**config.mk**
```make
export PLATFORM = sky130hd
export DESIGN_NAME = jk_register_bank
export DESIGN_NICKNAME = d
export VERILOG_FILES = /design/src/rtl/jk_register_bank.sv
export SDC_FILE = /design/constraint.sdc
export NUM_CORES = 1
export LEC_CHECK = 0
export ABC_AREA = 0
export CORE_ASPECT_RATIO = 0.9
export CORE_UTILIZATION = 30
export DETAILED_ROUTE_END_ITERATION = 6
export SETUP_SLACK_MARGIN = 0.3
export SLEW_MARGIN = 20
export SYNTH_ARGS = -nofsm -noshare
export SYNTH_HDL_FRONTEND = slang
export SYNTH_SLANG_ARGS = --single-unit
```
**constraint.sdc**
```tcl
create_clock -name clk -period 4.1 [get_ports clk]
set_clock_uncertainty 0.2 [all_clocks]
set_input_delay 0.41 -clock clk [delete_from_list [all_inputs] [get_ports clk]]
set_output_delay 0.41 -clock clk [all_outputs]
set_load 0.1 [all_outputs]
```
**src/rtl/jk_register_bank.sv**
```systemverilog
// WIDTH-bit bank of JK-style state bits with per-cycle JK / LOAD / TOGGLE / COUNT modes.
// Registered edge flags (rise/fall) and a counter wrap pulse accompany every update.
module jk_register_bank #(
  parameter int               WIDTH   = 8,
  parameter logic [WIDTH-1:0] RST_VAL = {WIDTH{1'b0}}
) (
  input  logic             clk,
  input  logic             rst,
  input  logic             en,
  input  logic [1:0]       mode,
  input  logic [WIDTH-1:0] j,
  input  logic [WIDTH-1:0] k,
  input  logic             up,
  output logic [WIDTH-1:0] q,
  output logic [WIDTH-1:0] qbar,
  output logic [WIDTH-1:0] rise,
  output logic [WIDTH-1:0] fall,
  output logic             wrap
);

  localparam logic [1:0]       MODE_JK     = 2'b00;
  localparam logic [1:0]       MODE_LOAD   = 2'b01;
  localparam logic [1:0]       MODE_TOGGLE = 2'b10;
  localparam logic [1:0]       MODE_COUNT  = 2'b11;
  localparam logic [WIDTH-1:0] ONE         = WIDTH'(1);
  localparam logic [WIDTH-1:0] ALL_ONES    = {WIDTH{1'b1}};
  localparam logic [WIDTH-1:0] ZERO        = {WIDTH{1'b0}};

  logic [WIDTH-1:0] q_q, q_d;
  logic [WIDTH-1:0] qbar_q, qbar_d;
  logic [WIDTH-1:0] rise_q, rise_d;
  logic [WIDTH-1:0] fall_q, fall_d;
  logic             wrap_q, wrap_d;
  logic [WIDTH-1:0] q_nxt;

  // Next-state and flag computation; a disabled cycle holds q and clears the pulses.
  always_comb begin
    q_nxt  = q_q;
    wrap_d = 1'b0;
    if (en) begin
      case (mode)
        // Per-bit JK characteristic equation: Q+ = J & ~Q | ~K & Q.
        MODE_JK:     q_nxt = (j & ~q_q) | (~k & q_q);
        MODE_LOAD:   q_nxt = j;
        MODE_TOGGLE: q_nxt = q_q ^ j;
        MODE_COUNT: begin
          if (up) begin
            q_nxt  = q_q + ONE;
            wrap_d = (q_q == ALL_ONES);
          end else begin
            q_nxt  = q_q - ONE;
            wrap_d = (q_q == ZERO);
          end
        end
        default:     q_nxt = q_q;
      endcase
    end else begin
      q_nxt = q_q;
    end
    q_d    = q_nxt;
    qbar_d = ~q_nxt;
    rise_d = ~q_q & q_nxt;
    fall_d = q_q & ~q_nxt;
  end

  // State and flag registers with synchronous reset.
  always_ff @(posedge clk) begin
    if (rst) begin
      q_q    <= RST_VAL;
      qbar_q <= ~RST_VAL;
      rise_q <= ZERO;
      fall_q <= ZERO;
      wrap_q <= 1'b0;
    end else begin
      q_q    <= q_d;
      qbar_q <= qbar_d;
      rise_q <= rise_d;
      fall_q <= fall_d;
      wrap_q <= wrap_d;
    end
  end

  assign q    = q_q;
  assign qbar = qbar_q;
  assign rise = rise_q;
  assign fall = fall_q;
  assign wrap = wrap_q;

endmodule
```
# After elaboration in Yosys (flattened, before gate mapping)
# Index checks and enable logic that the tools add are counted.
dict set report op_classes {
  n_mux 4
  n_eq_ne 4
  bitwise 11
  addsub 2
  n_reduce_logical 3
}
# cell count
set ops {}
lappend ops {{$and 8x8->8} 4}
lappend ops {{$pmux 8 s4} 1}
lappend ops {{$not 8->8} 3}
lappend ops {{$mux 8} 2}
lappend ops {{$add 8x1->8 const B} 1}
lappend ops {{$eq 8x8->1 const B} 1}
lappend ops {{$logic_not 8->1} 1}
lappend ops {{$or 8x8->8} 1}
lappend ops {{$sub 8x1->8 const B} 1}
lappend ops {{$xor 8x8->8} 1}
lappend ops {{$eq 2x2->1 const B} 2}
lappend ops {{$reduce_or 3->1} 1}
lappend ops {{$eq 2x1->1 const B} 1}
lappend ops {{$logic_not 2->1} 1}
lappend ops {{$not 1->1} 2}
lappend ops {{$mux 1} 1}
dict set report totals {
  out_inout_bits 33
  inputBits 22
  reg_bits 33
}

# Depth between registers and ports, before layout
# Gate-level depths: netlist of run 1.
dict set report depth {
  depth_word 7
  mapped_depth 8
  depth_no_buf 7
}

# Worst setup path before layout of run 1
# Ideal clock, no wire load.
dict set report synth_path {
  path_type {register to register}
  from {register q_q[1] (netlist: q[1])}
  to {register q_q[2] (netlist: q[2])}
  setup_time_ns 0.134
  path_stages_with_launch 9
  t_arrival_ns 2.625
  slack_ns 1.141
  path_buffers 1
  cell_sequence {dfxtp_1 buf_2 inv_1 fa_1 xnor2_1 mux4_2 o31ai_1 or2_1 a21oi_1}
}
dict set report synth_between {
  elab_chain_len 4
  elab_cells_between_ends 5
}
# item line
set synth_lines {}
lappend synth_lines {{start, declared} 29} ;# logic [WIDTH-1:0] q_q, q_d;
lappend synth_lines {{start signal, assigned} 75} ;# q_q <= q_d;
lappend synth_lines {{$sub 8x1->8 or $add 8x1->8 (tied branches)} {51, 48}}
lappend synth_lines {{$mux 8 (*)} 47} ;# if (up) begin
lappend synth_lines {{$pmux 8 s4 (*)} 41} ;# case (mode)
lappend synth_lines {{$mux 8 (*)} 40} ;# if (en) begin
# Mark *: on every way between the ends. The rest lies on a longest branch, timed or not.
# A chain may end at the register's enable or synchronous reset.

# Worst setup path after layout of run 1
dict set report layout_path {
  from {input up}
  to {register fall_q[7] (netlist: fall[7])}
}
dict set report layout_between {
  elab_chain_len 5
}
# item line
set layout_lines {}
lappend layout_lines {{start, declared} 13} ;# input logic up,
lappend layout_lines {{$mux 8} 47}
lappend layout_lines {{$pmux 8 s4} 41}
lappend layout_lines {{$mux 8} 40}
lappend layout_lines {{$not 8->8} 63} ;# fall_d = q_q & ~q_nxt;
lappend layout_lines {{$and 8x8->8} 63}
lappend layout_lines {{end signal, assigned} 78} ;# fall_q <= fall_d;
lappend layout_lines {{end, declared} 32} ;# logic [WIDTH-1:0] fall_q, fall_d;
# No other way between the ends.

==> impl_summary.txt, run 1 <==
----------------------------------------------------
[Outcome]
  Run status ... completed

[Floorplan]
  Effective utilization at floorplan ... 31.99%
  Number of placement rows ... 26
  Die H ... approximately 77 microns
  Overall die width ... 85.07 microns
  Die area ... about 0.0065 sq mm
  Area inside the core boundary ... 0.005823 sq mm
  Ports ... 55

[Final layout]
  Post-route insts no fill ... 332
  Ant diodes ... 0
  Number of inserted filler cells in the final layout ... 584
  Fraction of final layout cells with drive strength greater than 1 ... 9.160%
  Commonest non-fill, non-tap cell in the layout ... clkdlybuf4s50_1
  Area added between synthesis and finish ... 35.33%
  Utilization of the core after routing ... a little over two fifths
  Leading cell types in the layout, fill and taps excluded ... 54 x clkdlybuf4s50_1, 33 x dfxtp_1, 14 x a21oi_1, 14 x nor3_1, 13 x nand2_1
  Nets@finish ... 290

[Power and ir drop]
  Clk pwr share ... between 20% and 30%
  Power density relative to cell area ... slightly below 400 mW/mm^2
  Leakage power ... about 0.94 nW
  Comb pwr share ... between 30% and 40%
  Share of power burned in registers ... approximately 37%
  Net switching power figure ... a little under 400 uW
  Worst IR Drop VDD ... between 0.0001 and 0.00015 V
  Net switching fraction of the power ... 38.96%
  Int Pwr ... 606.7 uW

[GRT]
  Initial antenna violation count ... 0
  All-layer global routing usage ... approximately 15%
  Number of global-route vias before repair ... between 1500 and 2000
  Grt ovf ... 0
  First-pass GRT wire length ... 7824 microns
  Maximum number of pins on one net before global-route repair ... 19

[Clock tree]
  Later-pin clock latency in the skew report ... between 0.2 and 0.3 ns
  Gates resized, CTS repair ... 0
  H-tree depth reported by CTS ... 2
  Post-CTS clock slew at the launch and capture registers of the worst setup and hold paths ... 0.07 ns
  Clock Tree Buf Depth ... 2
  CTS tree ... yes
  Number of setup buffers added after CTS ... 0
  Hold bufs inserted after CTS ... 0
  Clk sinks ... 33
  CTS buffer count ... 5
  Clk root buf ... clkbuf_8

[STA]
  Number of max-slew violations in the final report ... 0
  Number of hold violations in the final report ... 0
  Worst rel slew slack ... between 30% and 40%
  Finish-stage setup viols ... 0
  Tightest Pin Transition ... around 0.98 ns
  Final worst path period need ... ~2.8 ns
  Final worst slack ... around 1.3 ns
  Final setup TNS ... 0 ns
  Fmax ... between 300 and 400 MHz
  Setup repair after global routing missed its margin ... no
  Post-route clock period utilization ... approximately two thirds

[Setup path]
  Reg-to-reg startpoint ... q[0]
  Crit path launch type ... input pin
  Reg-to-reg setup timing slack ... between 1.5 and 2 ns
  Path type of the worst setup path ... in -> reg
  Reg2reg end ... q[2]
  Launch point of the critical path ... up
  Setup crit end ... fall[7]
  Worst endpoint data arrival time ... around 2.8 ns
  Crit path capture type ... flip-flop
  Max Fanout on Critical Path ... 7
  Required arrival time at the worst endpoint ... 4.08 ns
  Number of cells on the worst reg-to-reg path ... 7

[Yosys]
  Main combinational cell family by area after synthesis ... compound AO/OA/AOI/OAI gates
  Sequential-to-total area share from yosys stat ... a little over a third
  Post-Synthesis Net Count ... between 200 and 250
  Distinct cell type count of the synthesized netlist ... 58
  Async SR Flop Fraction ... 0%
  Synth Area in Simple Gates ... ~22%
  Xor/xnor cell area share of the yosys netlist ... ~1.9%
  Avg Synthesized Cell Area ... 8.788 sq um
  Portion of synthesized cell area occupied by the leading cell type ... between 30% and 40%
  Post-synthesis compound-gate area fraction ... between 20% and 30%
  Synthesized-area fraction occupied by adder cells ... ~5.1%
  Yosys reg bits ... 33
  Primary flip-flop cell chosen by synthesis mapping ... dfxtp_1
  Cell taking the most area after synthesis ... dfxtp_1
  Fraction of synthesized area in multiplexers ... just over 4%
  Synthesized instance count ... between 200 and 250
  Leading cell types by total area after synthesis ... dfxtp_1 35%, ha_1 4.0%, a21oi_1 3.8%, nor3_1 3.8%, o21ai_0 3.0%
  EDFF count, synth ... 0
  Mapped cell area ... around 0.0019 sq mm
  Count of synthesis-stage warnings from yosys ... 0

[Routing]
  Antenna Nets Post-Route ... 0
  Mean routed wirelength per cell ... between 10 and 15 microns
  Wire length on met3 ... between 300 and 400 microns
  DRC violation total after the first TritonRoute iteration ... roughly 110
  Met2 routed WL ... roughly 2200 microns
  Overall via count from detail_route ... 1720
  Initial DRT Pass Iterations ... 4
  Wirelength, routed ... a little under 5000 microns
  M1 WL ... roughly 2400 microns
  Uppermost routed layer ... met4
  DRC violation count after routing ... 0
  Vias per cell ... between 5 and 6

[Placed design]
  Global placement routability congestion ... a little under 0.9
  Count of buffers inserted at the top-level ports ... 54
  Half-perimeter wire length after detailed placement ... ~3700 microns
  Worst slack at placement ... 1.048 ns
  Instance count after placement with tap cells included ... roughly 320

[Flow run]
  Maximum capacitance violations ... 0

[Worst hold path]
  Path class of the lowest-slack min-delay path ... reg -> reg
  Startpoint of the most critical hold path ... q[0]

----------------------------------------------------
## state kept, by name, summed over array words and instances (netlist names)
signal  flops
fall        8
q           8
qbar        8
rise        8
wrap        1
## stage by stage
step | hold slack (ns) | instance area, sq um | total power [mW]
floorplan | 0.3587 | 1863 | 0.6433
CTS | 0.3667 | 2521 | 1.004
global placement | 0.3502 | 2420 | 0.7307
global route | 0.4093 | 2521 | 1.038
finish | 0.3590 | 2521 | 0.9940
detailed placement | 0.3511 | 2420 | 0.7328
## layout make-up
type	count	area [sq um]	share of cell area, %
Clock inverter	1	5.005	0.1985
Sequential cell	33	660.6	26.20
Multi-Input combinational cell	153	1071	42.48
Inverter	12	45.04	1.787
Clock buffer	7	96.34	3.821
Timing Repair Buffer	56	555.5	22.03
Tap cell	70	87.58	3.474
## critical path, stage by stage
cell and delay, ns:
clkdlybuf4s50_1 0.61, inv_1 0.19, ha_1 0.42, a21oi_1 0.28, and2_1 0.19, a31oi_1 0.08
a311o_2 0.35, and4_1 0.20
## power groups by stage
stage / logic (mW) / clock network (mW) / registers, mW
final: 0.363 / 0.268 / 0.363
after global routing: 0.383 / 0.288 / 0.367
after CTS: 0.363 / 0.277 / 0.363
after detailed placement: 0.362 / 0 / 0.371
after global placement: 0.360 / 0 / 0.371
after floorplan: 0.133 / 0 / 0.510
## layer usage
layer,track usage [%],vias to the layer above
met5,0,-
li1,-,875
met2,24.11,49
met3,3.552,2
met4,4.576,0
met1,21.24,794
## logic make-up after synthesis
| group | count (synthesis) |
|---|---|
| buffers and inverters | 26 |
| XOR/XNOR | 4 |
| multiplexers | 5 |
| AND/OR/NAND/NOR | 72 |
| AO/OA/AOI/OAI | 65 |
| flip-flops | 33 |
| adder cells (fa/ha/maj) | 7 |
## how the worst min path moves through the flow
| stage | to | depth (start not counted) |
|---|---|---|
| finish | rise[0] | 1 |
| global route | rise[0] | 1 |
| CTS | rise[0] | 1 |
| detailed placement | rise[0] | 1 |
| global placement | rise[0] | 1 |
| floorplan | rise[4] | 2 |
## synth_stat cells (4+ instances only)
cell / number
a21o_1: 4
a21oi_1: 14
a31oi_1: 4
and3_1: 4
clkbuf_1: 6
dfxtp_1: 33
ha_1: 6
inv_1: 10
nand2_1: 13
nand2b_1: 4
nand3_1: 5
nor2_1: 8
nor3_1: 14
o21a_1: 5
o21ai_0: 11
(Power assumes the default switching activity.)
==> inputs of run 2 (changes only) <==
- clock period: 4.1 -> 2.6 ns (I/O delays scaled with it)
==> run 2 against run 1 <==
  * Sequential share of layout area is 0.47 points lower
  * Global-route usage up 2.1 points
  * Flip-flop and latch count stayed put
  * Sequential power increased by 59%
  * Final area is 4.9% higher
  * Die area did not move
  * Final cell count is 4.8% higher
  * Register-to-register slack got worse by 1.3 ns
  * Count of clock-buffer cells in the layout is 1 higher
  * Setup slack got worse by 0.95 ns
==> impl_summary.txt, run 2 (same netlist as run 1, synthesis figures left out) <==
----------------------------------------------------
[Floorplan]
  Die area ... 0.006530 sq mm (unchanged)
  Number of placement rows ... 26 (unchanged)
  Area inside the core boundary ... 0.005823 sq mm (unchanged)
  Ports ... 55 (unchanged)
  Overall die width ... 85.07 microns (unchanged)
  Die H ... 76.76 microns (unchanged)
  Effective utilization at floorplan ... 31.99% (unchanged)

[STA]
  Setup repair after global routing missed its margin ... no (unchanged)
  Worst rel slew slack ... 66.53% (was 34.77%)
  Tightest Pin Transition ... 0.5020 ns (was 0.9754 ns)
  Final setup TNS ... 0 ns (unchanged)
  Number of hold violations in the final report ... 0 (unchanged)
  Number of max-slew violations in the final report ... 0 (unchanged)
  Final worst path period need ... ~2.2 ns
  Hold WS ... 0.3175 ns (was 0.3590 ns)
  Finish-stage setup viols ... 0 (unchanged)
  Final worst slack ... 0.3763 ns (was 1.325 ns)
  Fmax ... roughly 450 MHz
  Post-route clock period utilization ... between 80% and 90%

[GRT]
  Number of global-route vias before repair ... 1811 (was 1515)
  Maximum number of pins on one net before global-route repair ... 17 (was 19)
  Grt ovf ... 0 (unchanged)
  First-pass GRT wire length ... 8866 microns (was 7824 microns)
  All-layer global routing usage ... 17.56% (was 15.49%)
  Initial antenna violation count ... 0 (unchanged)

[Routing]
  Mean routed wirelength per cell ... 15.16 microns (was 14.64 microns)
  Overall via count from detail_route ... 1793 (was 1720)
  DRC violation count after routing ... 0 (unchanged)
  Initial DRT Pass Iterations ... 4 (unchanged)
  Vias per cell ... 5.152 (was 5.181)
  Antenna Nets Post-Route ... 0 (unchanged)
  DRC violation total after the first TritonRoute iteration ... 102 (was 112)
  Wirelength, routed ... 5276 microns (was 4860 microns)

[Clock tree]
  Number of setup buffers added after CTS ... 0 (unchanged)
  Post-CTS clock slew at the launch and capture registers of the worst setup and hold paths ... 0.06 ns (was 0.07 ns)
  CTS tree ... yes (unchanged)
  Hold bufs inserted after CTS ... 0 (unchanged)
  Later-pin clock latency in the skew report ... 0.28 ns (about the same)
  H-tree depth reported by CTS ... 2 (unchanged)
  Clock Tree Buf Depth ... 2 (unchanged)
  Clk sinks ... 33 (unchanged)
  CTS buffer count ... 5 (unchanged)
  Clk root buf ... clkbuf_8 (unchanged)

[Setup path]
  Highest cell delay on the worst timing path ... 0.40 ns (was 0.61 ns)
  Number of cells on the worst reg-to-reg path ... 8 (was 7)
  Worst endpoint data arrival time ... 2.20 ns (was 2.75 ns)
  Cell with the largest stage delay on the worst path ... dfxtp_4 (was clkdlybuf4s50_1)
  Path type of the worst setup path ... reg -> reg (was in -> reg)
  Max Fanout on Critical Path ... 10 (was 7)
  Buf+Inv Stages, Crit Path ... 2 (unchanged)
  Required arrival time at the worst endpoint ... 2.57 ns (was 4.08 ns)
  Number of stages on the worst setup path ... 8 (unchanged)
  Delay-heaviest family, CP ... compound AO/OA/AOI/OAI gates (was buffers and inverters)
  Crit path capture type ... flip-flop (unchanged)
  Crit path launch type ... flip-flop (was input pin)
  Critical path cell sequence ... inv_1 > fa_2 > nor2b_4 > o211ai_2 > a21boi_2 > mux2i_1 > buf_4 > a2111oi_4 (was clkdlybuf4s50_1 > inv_1 > ha_1 > a21oi_1 > and2_1 > a31oi_1 > a311o_2 > and4_1)

[Power and ir drop]
  Net switching power figure ... 623.8 uW (was 387.3 uW)
  Leakage power ... 1.074 nW (was 0.9373 nW)
  Int Pwr ... 959.7 uW (was 606.7 uW)
  Worst IR Drop VDD ... 0.0003293 V (was 0.0001343 V)
  Comb pwr share ... 38.7% (was 36.5%)
  Power density relative to cell area ... 598.7 mW/mm^2 (was 394.3 mW/mm^2)
  Clk pwr share ... 24.8% (was 26.9%)
  Net switching fraction of the power ... 39.40% (was 38.96%)
  Share of power burned in registers ... 36.5% (about the same)

[Worst hold path]
  Hold depth ... 1 (unchanged)
  Path class of the lowest-slack min-delay path ... reg -> reg (unchanged)

[Placed design]
  Half-perimeter wire length after detailed placement ... 3869 microns (was 3674 microns)
  Count of buffers inserted at the top-level ports ... 54 (unchanged)
  Instance count after placement with tap cells included ... 340 (was 324)
  Global placement routability congestion ... 0.8730 (was 0.8756)
  Worst slack at placement ... -0.02482 ns (was 1.048 ns)

[Outcome]
  Run status ... completed (unchanged)

[Final layout]
  Nets@finish ... 306 (was 290)
  Area added between synthesis and finish ... 41.97% (was 35.33%)
  Commonest non-fill, non-tap cell in the layout ... buf_4 (was clkdlybuf4s50_1)
  Fraction of final layout cells with drive strength greater than 1 ... 32.37% (was 9.160%)
  Post-route insts no fill ... 348 (was 332)
  Ant diodes ... 0 (unchanged)
  Leading cell types in the layout, fill and taps excluded ... 51 x buf_4, 25 x dfxtp_1, 20 x clkdlybuf4s50_1 (was 54 x clkdlybuf4s50_1, 33 x dfxtp_1, 14 x a21oi_1, 14 x nor3_1, 13 x nand2_1)

[Flow run]
  Maximum capacitance violations ... 0 (unchanged)

----------------------------------------------------
==> run 2: metal layers <==
metal | vias up | wire length, microns | GRT usage, %
met4 | 0 | 42 | 4.576
met2 | 59 | 2347 | 27.10
met5 | - | 0 | 0
met3 | 5 | 361 | 4.090
li1 | 913 | - | -
met1 | 816 | 2524 | 24.50
==> run 2: power groups by stage <==
stage	Sequential (mW)	Clock [mW]	Combinational [mW]
global route	0.583	0.437	0.652
finish	0.578	0.393	0.613
global placement	0.587	0	0.590
CTS	0.577	0.407	0.596
detailed placement	0.587	0	0.591
floorplan	0.807	0	0.215
==> run 2: area by class of cell <==
type,count,area [sq um]
Clock buffer,8,90.09
Fill cell,572,3178
Inverter,12,47.55
Multi-Input combinational cell,153,1144
Sequential cell,33,680.7
Tap cell,70,87.58
Timing Repair Buffer,72,595.6
==> run 2: per-stage QoR <==
step	total power, mW	util (%)	cell area (sq um)
2_1_floorplan	1.022	-	1904
3_3_place_gp	1.177	42.80	2492
3_5_place_dp	1.179	42.80	2492
4_1_cts	1.579	44.46	2589
5_1_grt	1.672	45.42	2645
6_report	1.584	45.42	2645
==> run 2: timing repair <==
action | 4_1_cts | 5_1_grt
gates resized for setup | 2 | 9
pin swaps | 0 | 2
setup endpoints to repair | 4 | 14
==> run 2: worst paths after layout <==
kind / start / end / slack (ns)
setup / recovery: q[1] / fall[6] / 0.38
hold / removal: q[1] / rise[1] / 0.32
setup reg to reg: q[1] / fall[6] / 0.38
hold reg to reg: q[1] / rise[1] / 0.32
